$ cat config.mk
export PLATFORM = sky130hd
export DESIGN_NAME = ultrasonic_echo_timer_flat
export DESIGN_NICKNAME = d
export VERILOG_FILES = /design/src/rtl/ultrasonic_echo_timer_if.sv /design/src/rtl/ultrasonic_echo_timer.sv /design/src/flat_wrapper.sv
export SDC_FILE = /design/constraint.sdc
export NUM_CORES = 1
export LEC_CHECK = 0
export ABC_CLOCK_PERIOD_IN_PS = 2300
export BUFFER_PORTS_ARGS = -buffer_cell sky130_fd_sc_hd__buf_2
export CAP_MARGIN = 20
export CORE_MARGIN = 4
export CORE_UTILIZATION = 57
export DETAILED_ROUTE_END_ITERATION = 7
export PLACE_DENSITY = 0.85
export SLEW_MARGIN = 10
export SYNTH_ARGS = -nofsm -noshare
export SYNTH_HDL_FRONTEND = slang
export SYNTH_SLANG_ARGS = --single-unit
export TNS_END_PERCENT = 20
$ cat constraint.sdc
create_clock -name clk -period 2.3 [get_ports clk]
set_input_delay 0.345 -clock clk [delete_from_list [all_inputs] [get_ports clk]]
set_output_delay 0.345 -clock clk [all_outputs]
set_load 0.01 [all_outputs]
$ cat src/rtl/ultrasonic_echo_timer_if.sv
// rtl/ultrasonic_echo_timer_if.sv - control/sample bundle between the ranger controller and the echo timer
//
// Signals
//   start, enable   controller -> timer  single-shot request / free-running enable
//   echo            pin -> timer         raw, asynchronous echo pin
//   trigger         timer -> pin         ranger trigger pulse
//   busy            timer -> controller  measurement cycle in progress
//   sample_valid    timer -> controller  one-cycle pulse, new sample_count/timeout
//   sample_count    timer -> controller  last echo width in clk cycles
//   timeout         timer -> controller  last sample timed out
// Modports
//   master  controller side (drives start/enable/echo)
//   slave   the echo timer
interface ultrasonic_echo_timer_if #(
    parameter int CNT_W = 24
);
    logic             start;
    logic             enable;
    logic             echo;
    logic             trigger;
    logic             busy;
    logic             sample_valid;
    logic [CNT_W-1:0] sample_count;
    logic             timeout;

    modport master (
        output start, enable, echo,
        input  trigger, busy, sample_valid, sample_count, timeout
    );

    modport slave (
        input  start, enable, echo,
        output trigger, busy, sample_valid, sample_count, timeout
    );
endinterface

$ cat src/rtl/ultrasonic_echo_timer.sv
// rtl/ultrasonic_echo_timer.sv - HC-SR04 style trigger generator and echo pulse-width timer
//
// Ports
//   clk      in   system clock
//   reset_l  in   synchronous reset, active-low
//   bus      ultrasonic_echo_timer_if.slave
//            start/enable/echo in; trigger/busy/sample_valid/sample_count/timeout out
// Operation
//   IDLE -> TRIG (TRIG_CYCLES of trigger=1) -> WAIT_RISE -> MEASURE -> COOLDOWN -> IDLE.
//   A missing echo or an over-long echo produces an all-ones sample with timeout=1.
module ultrasonic_echo_timer #(
    parameter int TRIG_CYCLES     = 500,
    parameter int TIMEOUT_CYCLES  = 1500000,
    parameter int COOLDOWN_CYCLES = 65536,
    parameter int CNT_W           = 24
) (
    input  logic                   clk,
    input  logic                   reset_l,
    ultrasonic_echo_timer_if.slave bus
);

    // The shared counter must cover the longest of the three timed phases.
    localparam int M1   = (TRIG_CYCLES > TIMEOUT_CYCLES) ? TRIG_CYCLES : TIMEOUT_CYCLES;
    localparam int MAXC = (M1 > COOLDOWN_CYCLES) ? M1 : COOLDOWN_CYCLES;
    localparam int CW   = $clog2(MAXC + 1);

    localparam logic [CW-1:0] TRIG_LAST = CW'(TRIG_CYCLES - 1);
    localparam logic [CW-1:0] WAIT_LAST = CW'(TIMEOUT_CYCLES - 1);
    localparam logic [CW-1:0] MEAS_MAX  = CW'(TIMEOUT_CYCLES);
    localparam logic [CW-1:0] COOL_LAST = CW'(COOLDOWN_CYCLES - 1);

    typedef enum logic [2:0] {
        S_IDLE,
        S_TRIG,
        S_WAIT_RISE,
        S_MEASURE,
        S_COOLDOWN
    } state_t;

    state_t          state, state_n;
    logic [CW-1:0]   cnt, cnt_n, cnt_inc;
    logic            echo_m, echo_s, echo_d;
    logic            rise, fall;
    logic            smp_ld, smp_to;
    logic            trigger_r, sample_valid_r, timeout_r;
    logic [CNT_W-1:0] sample_count_r;

    assign rise    = echo_s & ~echo_d;
    assign fall    = ~echo_s & echo_d;
    assign cnt_inc = (cnt == {CW{1'b1}}) ? cnt : cnt + CW'(1);

    always_comb begin
        state_n = state;
        cnt_n   = cnt_inc;
        smp_ld  = 1'b0;
        smp_to  = 1'b0;
        case (state)
            S_IDLE: begin
                cnt_n = '0;
                if (bus.start || bus.enable) begin
                    state_n = S_TRIG;
                end
            end
            S_TRIG: begin
                if (cnt == TRIG_LAST) begin
                    state_n = S_WAIT_RISE;
                    cnt_n   = '0;
                end
            end
            S_WAIT_RISE: begin
                if (rise) begin
                    // The rise cycle already has echo_s=1, so it is the first counted cycle.
                    state_n = S_MEASURE;
                    cnt_n   = CW'(1);
                end else if (cnt == WAIT_LAST) begin
                    state_n = S_COOLDOWN;
                    cnt_n   = '0;
                    smp_to  = 1'b1;
                end
            end
            S_MEASURE: begin
                if (fall) begin
                    state_n = S_COOLDOWN;
                    cnt_n   = '0;
                    smp_ld  = 1'b1;
                end else if (cnt == MEAS_MAX) begin
                    state_n = S_COOLDOWN;
                    cnt_n   = '0;
                    smp_to  = 1'b1;
                end else if (!echo_s) begin
                    cnt_n = cnt;
                end
            end
            S_COOLDOWN: begin
                if (cnt == COOL_LAST) begin
                    state_n = S_IDLE;
                    cnt_n   = '0;
                end
            end
            default: begin
                state_n = S_IDLE;
                cnt_n   = '0;
            end
        endcase
    end

    always_ff @(posedge clk) begin
        if (!reset_l) begin
            state          <= S_IDLE;
            cnt            <= '0;
            echo_m         <= 1'b0;
            echo_s         <= 1'b0;
            echo_d         <= 1'b0;
            trigger_r      <= 1'b0;
            sample_valid_r <= 1'b0;
            sample_count_r <= '0;
            timeout_r      <= 1'b0;
        end else begin
            echo_m         <= bus.echo;
            echo_s         <= echo_m;
            echo_d         <= echo_s;
            state          <= state_n;
            cnt            <= cnt_n;
            // Registered from the next state so the pin is glitch-free and aligned with TRIG.
            trigger_r      <= (state_n == S_TRIG);
            sample_valid_r <= smp_ld | smp_to;
            if (smp_ld) begin
                sample_count_r <= CNT_W'(cnt);
                timeout_r      <= 1'b0;
            end else if (smp_to) begin
                sample_count_r <= {CNT_W{1'b1}};
                timeout_r      <= 1'b1;
            end
        end
    end

    assign bus.trigger      = trigger_r;
    assign bus.busy         = (state != S_IDLE);
    assign bus.sample_valid = sample_valid_r;
    assign bus.sample_count = sample_count_r;
    assign bus.timeout      = timeout_r;

endmodule

$ cat src/flat_wrapper.sv
// flat-port wrapper written by rule: the top's interface ports become plain ports
module ultrasonic_echo_timer_flat 
#(
    parameter int TRIG_CYCLES     = 500,
    parameter int TIMEOUT_CYCLES  = 1500000,
    parameter int COOLDOWN_CYCLES = 65536,
    parameter int CNT_W           = 24
)
  (clk, reset_l, bus_start, bus_enable, bus_echo, bus_trigger, bus_busy, bus_sample_valid, bus_sample_count, bus_timeout);
  ultrasonic_echo_timer_if #(.CNT_W(CNT_W)) bus_i ();
  input  logic clk;
  input  logic reset_l;
  input wire logic [$bits(bus_i.start)-1:0] bus_start;
  input wire logic [$bits(bus_i.enable)-1:0] bus_enable;
  input wire logic [$bits(bus_i.echo)-1:0] bus_echo;
  output wire logic [$bits(bus_i.trigger)-1:0] bus_trigger;
  output wire logic [$bits(bus_i.busy)-1:0] bus_busy;
  output wire logic [$bits(bus_i.sample_valid)-1:0] bus_sample_valid;
  output wire logic [$bits(bus_i.sample_count)-1:0] bus_sample_count;
  output wire logic [$bits(bus_i.timeout)-1:0] bus_timeout;
  assign bus_i.start = bus_start;
  assign bus_i.enable = bus_enable;
  assign bus_i.echo = bus_echo;
  assign bus_trigger = bus_i.trigger;
  assign bus_busy = bus_i.busy;
  assign bus_sample_valid = bus_i.sample_valid;
  assign bus_sample_count = bus_i.sample_count;
  assign bus_timeout = bus_i.timeout;
  ultrasonic_echo_timer #(.TRIG_CYCLES(TRIG_CYCLES), .TIMEOUT_CYCLES(TIMEOUT_CYCLES), .COOLDOWN_CYCLES(COOLDOWN_CYCLES), .CNT_W(CNT_W)) u_core (.clk(clk), .reset_l(reset_l), .bus(bus_i));
endmodule
==> results.ini <==
[clock_tree]
cts_buffer_depth=2
cts_hold_repair.buffers=0
clock_latency_ps=300
clk_pin_slew_ps=90
h-tree-depth=2
cts_tree=yes
cts_buffers=5
cts-root-buf=clkbuf_8
post_cts_buffers=0
cts_num_sinks=51

[timing]
finalMaxSlewViolations=0
rsz0062_at_grt=false
holdWs_ps=246
tightestPinTransition_ps=579
finalCritPeriodShare=0.969
finalSetupViolations=0
fin_crit_ps=2230
relSlewSlack=0.609
hold_violations=0
fmax_mhz=449
tns_ps=0
clock_skew_ps=6.20

[layout]
fin_nets=345
fill_cells=324
area_growth_pct=23.0
diodes=0
drive_above_1_share=0.366
post-route-util=0.726

[die]
coreArea_mm2=0.00438
fp.dieH_um=75.4
io_pins=33
die_width_um=75.4
rows=24
start_util=0.590
fp.dieArea_mm2=0.00568

[pwr]
p_leak_nw=1.28
share_comb_of_total_power=0.051
p_int_mw=1.24
sequentialPowerShare=0.563
ir_drop_mv=0.340
clockPowerShare=0.386
power.net_switching_uw=347
powerDensity_mw_per_mm2=499
sw_frac_of_total=0.218

[synthesis]
synth_flop_cell=dfxtp_1
ys_seq_elements=51
synth_cells=277
synth_enable_flop_cells=0
ys_async_sr_fraction=0
synthSimpleGateAreaFrac=0.268
synth_cell_types=60
syn_area_per_cell_um2=9.35
netlist_top_cells_area=dfxtp_1 39%, o221a_2 8.3%, nor2_1 3.6%, nand4_1 3.1%, nand3_1 3.1%
synth_fp_nets=284
yosys_warnings=0
synth_top_family_by_area=simple AND/OR/NAND/NOR gates
syn_area_mm2=0.00259
synth-compound-area-share=0.235
yosys.area.top_type_share=0.394
seq_area_frac_synth=0.394
synth.area.mux_share=0.00387
synth_fa_ha_area_frac=0.00967
synth_top_cell_by_area=dfxtp_1
synth_xor_area_frac=0.0271

[worst_setup_path]
critPathLaunchType=flop
critical_path.endpoint_type=flop
reg2reg_to=u_core.cnt[12]
worstSetupPathType=flop to flop
r2r_start=u_core.cnt[20]
cp.required_ps=2500
crit_arrival_ps=2430
reg2regPathDepth=8
r2r_setup_slack_ps=70
crit_fanout=11

[place]
io_buffers=32
gp_congestion=0.957
hpwlAfterDp_um=5140

[global_routing]
grt_overflow=0
antenna_found_initial=0
grt_pass1_wl_um=11300
grt_max_degree=40
grtUsageTotal=0.264
first_global_vias=2271

[detailed_routing]
first_iter_violations=288
vias=2517
drtAntennaViolNets=0
firstDrtPassIters=5
wl_per_cell_um=18.1
vias_per_cell=6.44
remaining_drc_errors=0
wl_um=7070

[min_path]
hold_path_class=input pin to flop
min_path_cells=2
holdCritStartpoint=bus_echo
hold_end=u_core.echo_m

[outcome]
status=complete, no violations

[run]
drv_cap=0

==> kinds of logic after synthesis <==
logic type               count (synthesis)
AO/OA/AOI/OAI                           65
buffers and inverters                   31
adder cells (fa/ha/maj)                  2
XOR/XNOR                                 8
AND/OR/NAND/NOR                        119
multiplexers                             1
flip-flops                              51
==> registers in the layout, summed over array words and instances (netlist names) <==
| register | flops |
|---|---|
| u_core.bus.sample_count | 21 |
| u_core.bus.sample_valid | 1 |
| u_core.bus.timeout | 1 |
| u_core.bus.trigger | 1 |
| u_core.cnt | 21 |
| u_core.echo_d | 1 |
| u_core.echo_m | 1 |
| u_core.echo_s | 1 |
| u_core.state | 3 |
==> per-layer routing <==
layer  GRT usage  vias up  routed length (µm)
met5           0        -                   0
met4       0.118        0                 186
met3      0.0607       22                 595
met2       0.401      129                3270
met1       0.356     1193                3020
li1            -     1173                   -
==> area by class of cell <==
| cell class | count | area, µm² | share of cell area |
|---|---|---|---|
| well taps | 52 | 65.1 | 0.0204 |
| inverters | 8 | 30.0 | 0.00943 |
| clock buffers | 5 | 68.8 | 0.0216 |
| repair buffers | 77 | 523 | 0.164 |
| flip-flops and latches | 51 | 1020 | 0.321 |
| multi-input cells | 195 | 1430 | 0.449 |
| clock inverters | 3 | 43.8 | 0.0138 |
==> metrics by stage <==
stage | std cells | cell area (µm²) | setup WS [ps] | power, mW
after detailed placement | 383 | 3050 | 27.6 | 0.992
final | 391 | 3180 | 72.3 | 1.59
after global routing | 391 | 3180 | 8.51 | 1.66
after CTS | 391 | 3160 | -4.45 | 1.60
after floorplan | 277 | 2590 | 339 | 0.966
after global placement | 382 | 3040 | -98.5 | 0.990
==> synth_stat cells, types with 4 or more instances <==
| cell type | number |
|---|---|
| a21oi_1 | 5 |
| and2_1 | 7 |
| buf_2 | 10 |
| buf_4 | 4 |
| clkbuf_1 | 6 |
| dfxtp_1 | 51 |
| inv_1 | 8 |
| nand2_1 | 19 |
| nand3_1 | 16 |
| nand4_1 | 13 |
| nor2_1 | 25 |
| nor2b_1 | 4 |
| nor3_1 | 7 |
| o21ai_1 | 6 |
| o221a_2 | 19 |
| o311ai_1 | 4 |
| xor2_1 | 7 |
==> worst max-delay path by stage <==
stage / from / endpoint / slack, ps / cells past startpoint
detailed placement: u_core.cnt[0] / u_core.cnt[4] / 30 / 8
finish: u_core.cnt[20] / u_core.cnt[12] / 70 / 8
CTS: u_core.cnt[5] / u_core.cnt[4] / -4 / 6
global placement: u_core.cnt[0] / u_core.cnt[6] / -100 / 7
floorplan: u_core.cnt[0] / u_core.bus.sample_count[10] / 340 / 8
global route: u_core.cnt[20] / u_core.cnt[11] / 9 / 8
==> worst max-delay path, stage by stage (launching register included) <==
cell and delay, ps:
dfxtp_1 330, buf_4 170, nor3_1 240, nand4_1 260, o311ai_4 410, nand3_4 230
buf_4 230, o211ai_1 160, nand3_1 90
==> timing repair <==
item | in CTS | in global routing
pin swaps | 0 | 0
resized for setup | 0 | 4
endpoints found under the setup margin | 1 | 20
==> power groups by stage <==
stage               clock [mW]  combinational (mW)  sequential [mW]
floorplan                    0              0.0499            0.916
global placement             0              0.0755            0.914
detailed placement           0              0.0776            0.915
CTS                      0.630              0.0777            0.894
global route             0.673              0.0881            0.896
finish                   0.614              0.0816            0.894
==> cells in the final DEF (no fill, tap or decap), types with 3 or more instances in the layout <==
master      n
a211oi_1    3
a21oi_1     5
a31oi_1     3
a41oi_1     3
and2_1      7
and3_1      3
buf_2      32
buf_4      43
clkbuf_8    5
dfxtp_1    50
inv_1       8
nand2_1    19
nand3_1    16
nand4_1    13
nor2_1     25
nor2b_1     4
nor3_1      6
nor3_2      3
nor4_1      3
o2111ai_2   3
o211ai_1    3
o21ai_1     6
o221a_2    19
o311ai_1    4
xor2_1      7
Note: power is estimated with default switching activity, not from simulation.
